==> src/rtl/uart_pkg.sv <==
// rtl/uart_pkg.sv - shared UART types, receiver states and status packing
package uart_pkg;

   typedef enum logic [1:0] {
      PARITY_NONE = 2'd0,
      PARITY_ODD  = 2'd1,
      PARITY_EVEN = 2'd2
   } parity_t;

   typedef enum logic {
      STOP_1 = 1'b0,
      STOP_2 = 1'b1
   } stop_bits_t;

   typedef enum logic [2:0] {
      S_IDLE,
      S_START,
      S_DATA,
      S_PARITY,
      S_STOP1,
      S_STOP2,
      S_BREAK_WAIT
   } rx_state_t;

   typedef struct packed {
      logic parity_err;
      logic frame_err;
      logic brk;
   } uart_rx_status_t;

   localparam int UART_MIN_DATA_BITS = 5;

   // Keeps an out-of-range data-bit request inside the legal window so the
   // bit counter can never run past the shift register.
   function automatic logic [3:0] clamp_data_bits(input logic [3:0] req, input int max_bits);
      if (int'(req) < UART_MIN_DATA_BITS) return 4'(UART_MIN_DATA_BITS);
      if (int'(req) > max_bits)           return 4'(max_bits);
      return req;
   endfunction

endpackage

==> src/rtl/uart_rx_sampler.sv <==
// rtl/uart_rx_sampler.sv - rx synchroniser, oversample counter and 3-tap majority vote
module uart_rx_sampler
   import uart_pkg::*;
#(
   parameter int OVERSAMPLE = 16
) (
   input  logic clk,
   input  logic rst,
   input  logic rx,
   input  logic hold,
   output logic rx_s,
   output logic bit_vote,
   output logic vote_strobe,
   output logic window_end
);

   localparam int CW = $clog2(OVERSAMPLE);
   localparam logic [CW-1:0] TAP_A = CW'(OVERSAMPLE / 2 - 1);
   localparam logic [CW-1:0] TAP_B = CW'(OVERSAMPLE / 2);
   localparam logic [CW-1:0] TAP_C = CW'(OVERSAMPLE / 2 + 1);
   localparam logic [CW-1:0] LAST  = CW'(OVERSAMPLE - 1);

   logic          rx_meta;
   logic [CW-1:0] cnt;
   logic          samp_a;
   logic          samp_b;

   // Two-flop synchroniser; resets to the idle-high line level.
   always_ff @(posedge clk or posedge rst) begin
      if (rst) begin
         rx_meta <= 1'b1;
         rx_s    <= 1'b1;
      end else begin
         rx_meta <= rx;
         rx_s    <= rx_meta;
      end
   end

   // Position within the current bit; parked at 0 while idle so the first
   // window starts on the edge the start bit is seen. Power-of-two wrap.
   always_ff @(posedge clk or posedge rst) begin
      if (rst)       cnt <= '0;
      else if (hold) cnt <= '0;
      else           cnt <= cnt + CW'(1);
   end

   // First two vote taps; the third tap is the live rx_s at TAP_C.
   always_ff @(posedge clk or posedge rst) begin
      if (rst) begin
         samp_a <= 1'b1;
         samp_b <= 1'b1;
      end else begin
         if (cnt == TAP_A) samp_a <= rx_s;
         if (cnt == TAP_B) samp_b <= rx_s;
      end
   end

   // Majority of the three taps, valid while the third tap is present.
   always_comb begin
      bit_vote    = (samp_a & samp_b) | (samp_a & rx_s) | (samp_b & rx_s);
      vote_strobe = !hold && (cnt == TAP_C);
      window_end  = !hold && (cnt == LAST);
   end

endmodule

==> src/rtl/uart_rx_os.sv <==
// rtl/uart_rx_os.sv - oversampled UART receiver with single-entry output register
module uart_rx_os
   import uart_pkg::*;
#(
   parameter int OVERSAMPLE    = 16,
   parameter int MAX_DATA_BITS = 9
) (
   input  logic                     clk,
   input  logic                     rst,
   input  logic                     rx,
   input  logic                     rx_en,
   input  logic [3:0]               cfg_data_bits,
   input  parity_t                  cfg_parity,
   input  stop_bits_t               cfg_stop_bits,
   output logic                     m_valid,
   input  logic                     m_ready,
   output logic [MAX_DATA_BITS-1:0] m_data,
   output logic                     m_parity_err,
   output logic                     m_frame_err,
   output logic                     m_break,
   output logic                     overrun,
   output logic                     busy
);

   rx_state_t                state, state_n;
   logic [3:0]               bit_cnt, bit_cnt_n;
   logic [MAX_DATA_BITS-1:0] shreg, shreg_n;
   logic [3:0]               nbits_q, nbits_n;
   parity_t                  par_q, par_n;
   stop_bits_t               stop_q, stop_n;
   logic                     par_err, par_err_n;
   logic                     frame_err, frame_err_n;
   logic                     saw_one, saw_one_n;

   logic                     rx_s;
   logic                     bit_vote;
   logic                     vote_strobe;
   logic                     window_end;

   logic                     done;
   logic                     brk_now;
   logic [MAX_DATA_BITS-1:0] word_data;
   uart_rx_status_t          word_status;

   uart_rx_sampler #(
      .OVERSAMPLE (OVERSAMPLE)
   ) u_sampler (
      .clk         (clk),
      .rst         (rst),
      .rx          (rx),
      .hold        (state == S_IDLE),
      .rx_s        (rx_s),
      .bit_vote    (bit_vote),
      .vote_strobe (vote_strobe),
      .window_end  (window_end)
   );

   // Frame state and the per-frame configuration snapshot.
   always_ff @(posedge clk or posedge rst) begin
      if (rst) begin
         state     <= S_IDLE;
         bit_cnt   <= '0;
         shreg     <= '0;
         nbits_q   <= 4'd8;
         par_q     <= PARITY_NONE;
         stop_q    <= STOP_1;
         par_err   <= 1'b0;
         frame_err <= 1'b0;
         saw_one   <= 1'b0;
      end else begin
         state     <= state_n;
         bit_cnt   <= bit_cnt_n;
         shreg     <= shreg_n;
         nbits_q   <= nbits_n;
         par_q     <= par_n;
         stop_q    <= stop_n;
         par_err   <= par_err_n;
         frame_err <= frame_err_n;
         saw_one   <= saw_one_n;
      end
   end

   // Next-state logic; a frame completes on the final stop vote, not at its window end.
   always_comb begin
      state_n     = state;
      bit_cnt_n   = bit_cnt;
      shreg_n     = shreg;
      nbits_n     = nbits_q;
      par_n       = par_q;
      stop_n      = stop_q;
      par_err_n   = par_err;
      frame_err_n = frame_err;
      saw_one_n   = saw_one;
      done        = 1'b0;
      brk_now     = 1'b0;

      case (state)
         S_IDLE: begin
            if (rx_en && !rx_s) begin
               state_n     = S_START;
               bit_cnt_n   = '0;
               shreg_n     = '0;
               nbits_n     = clamp_data_bits(cfg_data_bits, MAX_DATA_BITS);
               par_n       = cfg_parity;
               stop_n      = cfg_stop_bits;
               par_err_n   = 1'b0;
               frame_err_n = 1'b0;
               saw_one_n   = 1'b0;
            end
         end
         S_START: begin
            if (vote_strobe && bit_vote) state_n = S_IDLE;
            else if (window_end)         state_n = S_DATA;
         end
         S_DATA: begin
            if (vote_strobe) begin
               for (int i = 0; i < MAX_DATA_BITS; i++) begin
                  if (bit_cnt == 4'(i)) shreg_n[i] = bit_vote;
               end
               saw_one_n = saw_one | bit_vote;
            end
            if (window_end) begin
               bit_cnt_n = bit_cnt + 4'd1;
               if (bit_cnt == nbits_q - 4'd1) begin
                  state_n = (par_q != PARITY_NONE) ? S_PARITY : S_STOP1;
               end
            end
         end
         S_PARITY: begin
            if (vote_strobe) begin
               // Odd parity expects the XOR over data and parity bit to be 1.
               par_err_n = (^shreg) ^ bit_vote ^ (par_q == PARITY_ODD);
               saw_one_n = saw_one | bit_vote;
            end
            if (window_end) state_n = S_STOP1;
         end
         S_STOP1, S_STOP2: begin
            if (vote_strobe) begin
               frame_err_n = frame_err | ~bit_vote;
               saw_one_n   = saw_one | bit_vote;
               if (state == S_STOP2 || stop_q == STOP_1) begin
                  done    = 1'b1;
                  brk_now = ~(saw_one | bit_vote);
                  state_n = brk_now ? S_BREAK_WAIT : S_IDLE;
               end
            end else if (window_end && state == S_STOP1) begin
               state_n = S_STOP2;
            end
         end
         S_BREAK_WAIT: begin
            if (rx_s) state_n = S_IDLE;
         end
         default: state_n = S_IDLE;
      endcase

      word_data              = brk_now ? '0 : shreg;
      word_status.parity_err = par_err;
      word_status.frame_err  = frame_err_n;
      word_status.brk        = brk_now;
   end

   // Output holding register: a handoff in the completion cycle wins over overrun.
   always_ff @(posedge clk or posedge rst) begin
      if (rst) begin
         m_valid      <= 1'b0;
         m_data       <= '0;
         m_parity_err <= 1'b0;
         m_frame_err  <= 1'b0;
         m_break      <= 1'b0;
         overrun      <= 1'b0;
      end else begin
         overrun <= 1'b0;
         if (done && (!m_valid || m_ready)) begin
            m_valid      <= 1'b1;
            m_data       <= word_data;
            m_parity_err <= word_status.parity_err;
            m_frame_err  <= word_status.frame_err;
            m_break      <= word_status.brk;
         end else if (done) begin
            overrun <= 1'b1;
         end else if (m_valid && m_ready) begin
            m_valid <= 1'b0;
         end
      end
   end

   assign busy = (state != S_IDLE);

endmodule

==> config.mk <==
export PLATFORM = sky130hd
export DESIGN_NAME = uart_rx_os
export DESIGN_NICKNAME = d
export VERILOG_FILES = /design/src/rtl/uart_pkg.sv /design/src/rtl/uart_rx_sampler.sv /design/src/rtl/uart_rx_os.sv
export SDC_FILE = /design/constraint.sdc
export NUM_CORES = 1
export LEC_CHECK = 0
export ABC_CLOCK_PERIOD_IN_PS = 1950
export CORE_UTILIZATION = 40
export CTS_BUF_LIST = sky130_fd_sc_hd__clkbuf_8
export DETAILED_ROUTE_END_ITERATION = 6
export GPL_TIMING_DRIVEN = 0
export PLACE_DENSITY = 0.73
export REMOVE_ABC_BUFFERS = 1
export SETUP_SLACK_MARGIN = 0.5
export SYNTH_ARGS = -nofsm -noshare
export SYNTH_HDL_FRONTEND = slang
export SYNTH_SLANG_ARGS = --single-unit
==> constraint.sdc <==
create_clock -name clk -period 1.95 [get_ports clk]
set_input_delay 0.585 -clock clk [delete_from_list [all_inputs] [get_ports clk]]
set_output_delay 0.585 -clock clk [all_outputs]
set_load 0.03 [all_outputs]
* Word-level counts from Yosys, hierarchy flattened
Index checks and enable logic that the tools add are counted.
Storage, ports and cells: bits in registers 48, bits of input ports 12, output and inout bits 15, logic and storage cells 184
Cells by class: add/subtract/negate cells 3, $lt $le $gt $ge 2, equal/unequal tests 41, muxes and demuxes 60, bitwise gates (word level) 12, reductions and logical operators 38
Operators with widths (count):
- 3-bit two-way mux | 12
- 4-bit AND reduction | 9
- 1-bit two-way mux | 32
- 2-bit inequality test, second input constant | 15
- 4-bit two-way mux | 7
- 9-bit two-way mux | 3
- 4-bit by 3-bit equality test with 1-bit output, second input constant | 5
- 3-bit one-hot mux with 6 select lines | 1
- 9-bit one-hot mux with 2 select lines | 1
- 4-bit equality test, second input constant | 4
- 2-bit nonzero test | 5
- 3-bit equality test, second input constant | 3
- 3-bit inequality test, second input constant | 3
- 3-bit AND reduction | 3
- 9-bit XOR reduction | 1
- 4-bit by 1-bit adder with 4-bit output, second input constant | 2
- 4-bit by 2-bit equality test with 1-bit output, second input constant | 2
- 4-bit one-hot mux with 2 select lines | 1
- 8-bit AND reduction | 1
- 1-bit logical AND | 7
- 3-bit by 2-bit equality test with 1-bit output, second input constant | 2
- 2-bit by 1-bit inequality test with 1-bit output, second input constant | 3
- 1-bit one-hot mux with 2 select lines | 3
- 4-bit by 1-bit equality test with 1-bit output, second input constant | 1
- 18 further kinds | 30

* Logic depth before layout (Yosys ltp)
depth in word-level cells 9, mapped depth 9, gate-level depth less buffers 8

* Modules after synthesis
A second synthesis with hierarchy kept.
Second synthesis, totals: cell total of the unflattened synthesis 263, area total of the unflattened synthesis 2521.2 µm²
By module, submodules not included:
- uart_rx_os | times used 1, cells each 233, area an instance 2150.8 µm², seq. area each 1002.2 µm²
- uart_rx_sampler | times used 1, cells each 30, area an instance 370.4 µm², seq. area each 205.2 µm²

* Worst setup path before layout
OpenSTA, ideal clock, no wires.
path type reg2reg, from reg u_sampler.cnt[0], to reg state[1], setup time 0.128 ns, arrival time 1.683 ns, data required time 1.822 ns, setup slack 0.140 ns, stages on the path, launching flop included 8, path buffers 1, clock period less this slack 1.810 ns, cell sequence dfrtp_1 ha_1 and3b_1 buf_6 a31oi_1 o21ai_1 nand4b_1 mux2_1
On the way: word-level cells in the longest chain between the ends 5, elaborated cells between the ends (all ways) 15, classes of those cells eq/ne (7); mux (3); reduce/logical (5)
RTL lines:
- start: declaration | line uart_rx_sampler.sv:24 | logic [CW-1:0] cnt;
- start signal: assignment | line uart_rx_sampler.sv:44 | else cnt <= cnt + CW'(1);
- 4-bit equality test (on tied branches) | line uart_rx_sampler.sv:61, uart_rx_sampler.sv:62
- 1-bit logical AND (on tied branches) | line uart_rx_sampler.sv:61, uart_rx_sampler.sv:62
- 1-bit logical AND (on tied branches) | line uart_rx_os.sv:112, uart_rx_os.sv:146
- 3-bit inequality test (no source line) or 3-bit two-way mux (tied branches)
- 8-bit AND reduction (no source line) or 3-bit one-hot mux with 6 select lines (tied branches)
- end signal: assignment | line uart_rx_os.sv:71 | state <= state_n;
- end: declaration | line uart_rx_os.sv:25 | rx_state_t state, state_n;
Parallel ways exist; a longest one is shown, timed or not. A chain may end at the register's enable or synchronous reset.

* Worst setup path after layout
from reg nbits_q[3], to reg state[1]
On the way: word-level cells in the longest chain between the ends 4
RTL lines:
- start: declaration | line uart_rx_os.sv:28 | logic [3:0] nbits_q, nbits_n;
- start signal: assignment | line uart_rx_os.sv:74 | nbits_q <= nbits_n;
- 4-bit by 1-bit subtractor with 4-bit output | line uart_rx_os.sv:124 | if (bit_cnt == nbits_q - 4'd1) begin
- 4-bit equality test | line uart_rx_os.sv:124
- 2-bit inequality test (no source line)
- 8-bit AND reduction (no source line)
No other way between the ends.

==> metrics.cfg <==
[status]
status = finished with violations
violations = negative setup slack

[synth]
syn_inst = 279
synth_compound_area_share_pct = 14.0
avgSynthCellArea_um2 = 9.37
yosys.area_share.xor_xnor_pct = 6.70
synth_seq_area_share_pct = 46.2
ys.warnings.count = 0
synth_fa_ha_area_share_pct = 5.22
synth_edf_count = 0
ys_types = 40
synth_top_family_by_area = simple AND/OR/NAND/NOR gates
synthMuxAreaShare_pct = 3.44
syn_area_um2 = 2620
ys_async_sr_fraction_pct = 100
synth-simple-area-share_pct = 19.8
ys_seq_elements = 48
ys.flop_type = dfrtp_1

[die]
die_x_um = 82.9
dieArea_um2 = 6860
ios = 27
core.rowCount = 29
die_h_um = 82.9
core_area_um2 = 6310
initial_core_util_pct = 41.4

[worst_hold_path]
min-delay-start = u_sampler.rx_meta
holdPathStages = 0
min_to = u_sampler.rx_s
hold_path.class = reg2reg

[detailed_routing]
vias_per_cell = 5.42
vias = 2357
dr.pass1.iters = 4
drt.antenna.violating_nets = 0
drtIter0Drc = 173
wire_per_inst_um = 15.6
totalWireLength_um = 6790
drc = 0

[setup_path]
r2r_cells = 6
path_cells = xnor2_1, xnor2_1, o41ai_2, buf_4, nand4b_1, mux2_4
critPathKind = reg2reg
r2r_slack_ns = -0.003
crit_required_ns = 2.15
crit_top_cell = xnor2_1
start_kind = flip-flop
r2r_start = nbits_q[3]
worstPathArrival_ns = 2.15
critPathMaxFanout = 2
slowest_delay_ns = 0.55
reg2reg_to = state[1]
end_kind = flip-flop
cp_slowest_cell = dfstp_2

[clock_network]
insertion_delay_ns = 0.31
clkSinkCount = 48
cts_root_buffer = clkbuf_8
tritoncts = yes
numCtsBuffers = 5
h-tree-depth = 2
clockBufferDepth = 2
clkTransAtPathRegs_ns = 0.09
hold_buffers = 0

[power_and_ir_drop]
p_sw_w = 0.00220
power_w = 0.00538
internal_power_w = 0.00318
power.share.switching_pct = 40.9
p_leak_nw = 1.69
powerDensity_nw_per_um2 = 1360
p_comb_share_pct = 59.2
power_frac_clock_pct = 10.9
seqPwrFrac_pct = 29.9
ir_worst_vdd_uv = 800

[timing]
tightest_slew_ns = 0.649
hold_viol = 0
rsz0062_at_grt = true
fin_ws_ns = -0.00291
slew_headroom_pct = 56.5
skew_ns = 0.00528
slew_violations = 0
fmax_mhz = 512
finalCriticalPeriod_ns = 1.95
finalCritPeriodShare_pct = 100
setup-tns-final_ns = -0.00291
setup_viol = 1

[global_routing]
antenna_found_initial = 0
grt_pass1_vias = 2212
grt_pass1_wl_um = 10400
track_usage_pct = 18.9
grt_max_degree = 40
grt_overflow = 0

[placed_design]
dp_hpwl_um = 3430
dp_slack_ns = -0.393
io_buffers = 26
dpl_cell_area_um2 = 2910
gp_congestion = 0.869

[final_layout]
syn_to_final_growth_pct = 51.1
post-route-cell-area_um2 = 3950
drive_gt1_share_pct = 47.5
final_util_pct = 62.6
layout.nets = 380
antenna-diode-count = 0

[job]
maxCapViolCount = 0

power groups by stage:
| stage | sequential (W) | combinational [W] | clock, W |
|---|---|---|---|
| CTS | 0.00158 | 0.00242 | 0.000597 |
| floorplan | 0.00172 | 0.00117 | 0 |
| finish | 0.00161 | 0.00318 | 0.000586 |
| detailed placement | 0.00164 | 0.00176 | 0 |
| global placement | 0.00162 | 0.00172 | 0 |
| global route | 0.00165 | 0.00339 | 0.000646 |
cell families (layout without fill, tap and decap cells):
| kind of cell | Yosys count | in the layout |
|---|---|---|
| buf+inv | 21 | 98 |
| xor+xnor | 20 | 20 |
| simple gates | 109 | 111 |
| fa+ha+maj | 11 | 11 |
| mux | 8 | 8 |
| flops | 48 | 48 |
| compound gates | 62 | 62 |
per-layer routing:
layer / wire (um) / vias up / global-route usage (%)
li1: - / 1113 / -
met1: 2740 / 1146 / 24.7
met2: 3520 / 76 / 29.6
met3: 328 / 22 / 4.17
met4: 206 / 0 / 9.72
met5: 0 / - / 0
final cells by class:
| type | instances | area, um^2 |
|---|---|---|
| Fill cell | 515 | 2360 |
| Tap cell | 77 | 96.3 |
| Sequential cell | 48 | 1210 |
| Timing Repair Buffer | 81 | 818 |
| Clock buffer | 5 | 68.8 |
| Clock inverter | 2 | 12.5 |
| Multi-Input combinational cell | 212 | 1700 |
| Inverter | 10 | 40.0 |
cells in the final DEF (no fill, tap or decap), types with 7 or more instances in the layout:
master / netlist / routed
dfrtp_1: 43 / 39
nand2_1: 46 / 30
a31oi_4: 0 / 7
o21ai_1: 7 / 25
o21ai_2: 0 / 7
clkdlybuf4s50_1: 0 / 10
nor2_1: 29 / 24
xnor2_1: 16 / 13
buf_6: 5 / 29
buf_4: 0 / 35
nand3_1: 10 / 8
nand2_2: 0 / 14
sequential cells by signal (all words and copies together) (netlist names):
name               count
u_sampler.rx_s         1
saw_one                1
bit_cnt                4
shreg                  9
u_sampler.cnt          4
par_q                  2
state                  3
overrun                1
m_data                 9
stop_q                 1
m_parity_err           1
m_valid                1
u_sampler.rx_meta      1
nbits_q                4
m_frame_err            1
u_sampler.samp_a       1
u_sampler.samp_b       1
m_break                1
par_err                1
frame_err              1
worst max-delay path, delay by kind of cell (launching register included):
kind            cells  cell delay (ns)
xor+xnor            2             0.27
compound gates      1             0.33
flops               1             0.55
mux                 1             0.35
buf+inv             1             0.17
simple gates        1             0.19
how the worst max path moves through the flow:
stage                                 from          end  slack (ns)  cells after the start
after detailed placement             rx_en     shreg[0]       -0.39                      6
after floorplan                   state[1]  m_frame_err       -0.02                      5
after global routing      u_sampler.cnt[1]     state[1]       -0.07                      8
after global placement                 rst   nbits_q[1]       -0.67                      2
final                           nbits_q[3]     state[1]      -0.003                      6
after CTS                       nbits_q[2]     state[2]       0.003                      6
Yosys cell counts, types with 5 or more instances:
cell type	number	share of area (%)
nand2_1	46	6.6
dfrtp_1	43	41
nor2_1	29	4.2
o21ai_0	27	5.2
xnor2_1	16	5.4
a31oi_1	11	2.6
ha_1	10	4.8
nand3_1	10	1.9
inv_1	9	1.3
a21oi_1	7	1.3
o21ai_1	7	1.3
mux2_2	6	2.6
buf_6	5	2.2
dfstp_2	5	5.0
stage by stage:
stage / hold WS (ns) / instances
5_1_grt: 0.367 / 435
4_1_cts: 0.366 / 415
3_5_place_dp: 0.353 / 372
3_3_place_gp: 0.345 / 371
6_report: 0.365 / 435
2_1_floorplan: 0.345 / 268
timing repair:
item,in CTS,in global routing
resized for setup,161,83
setup endpoints to repair,53,53
setup buffers,33,19
pin swaps,28,29
cloned,3,1
Power figures use the tool's default switching activity.
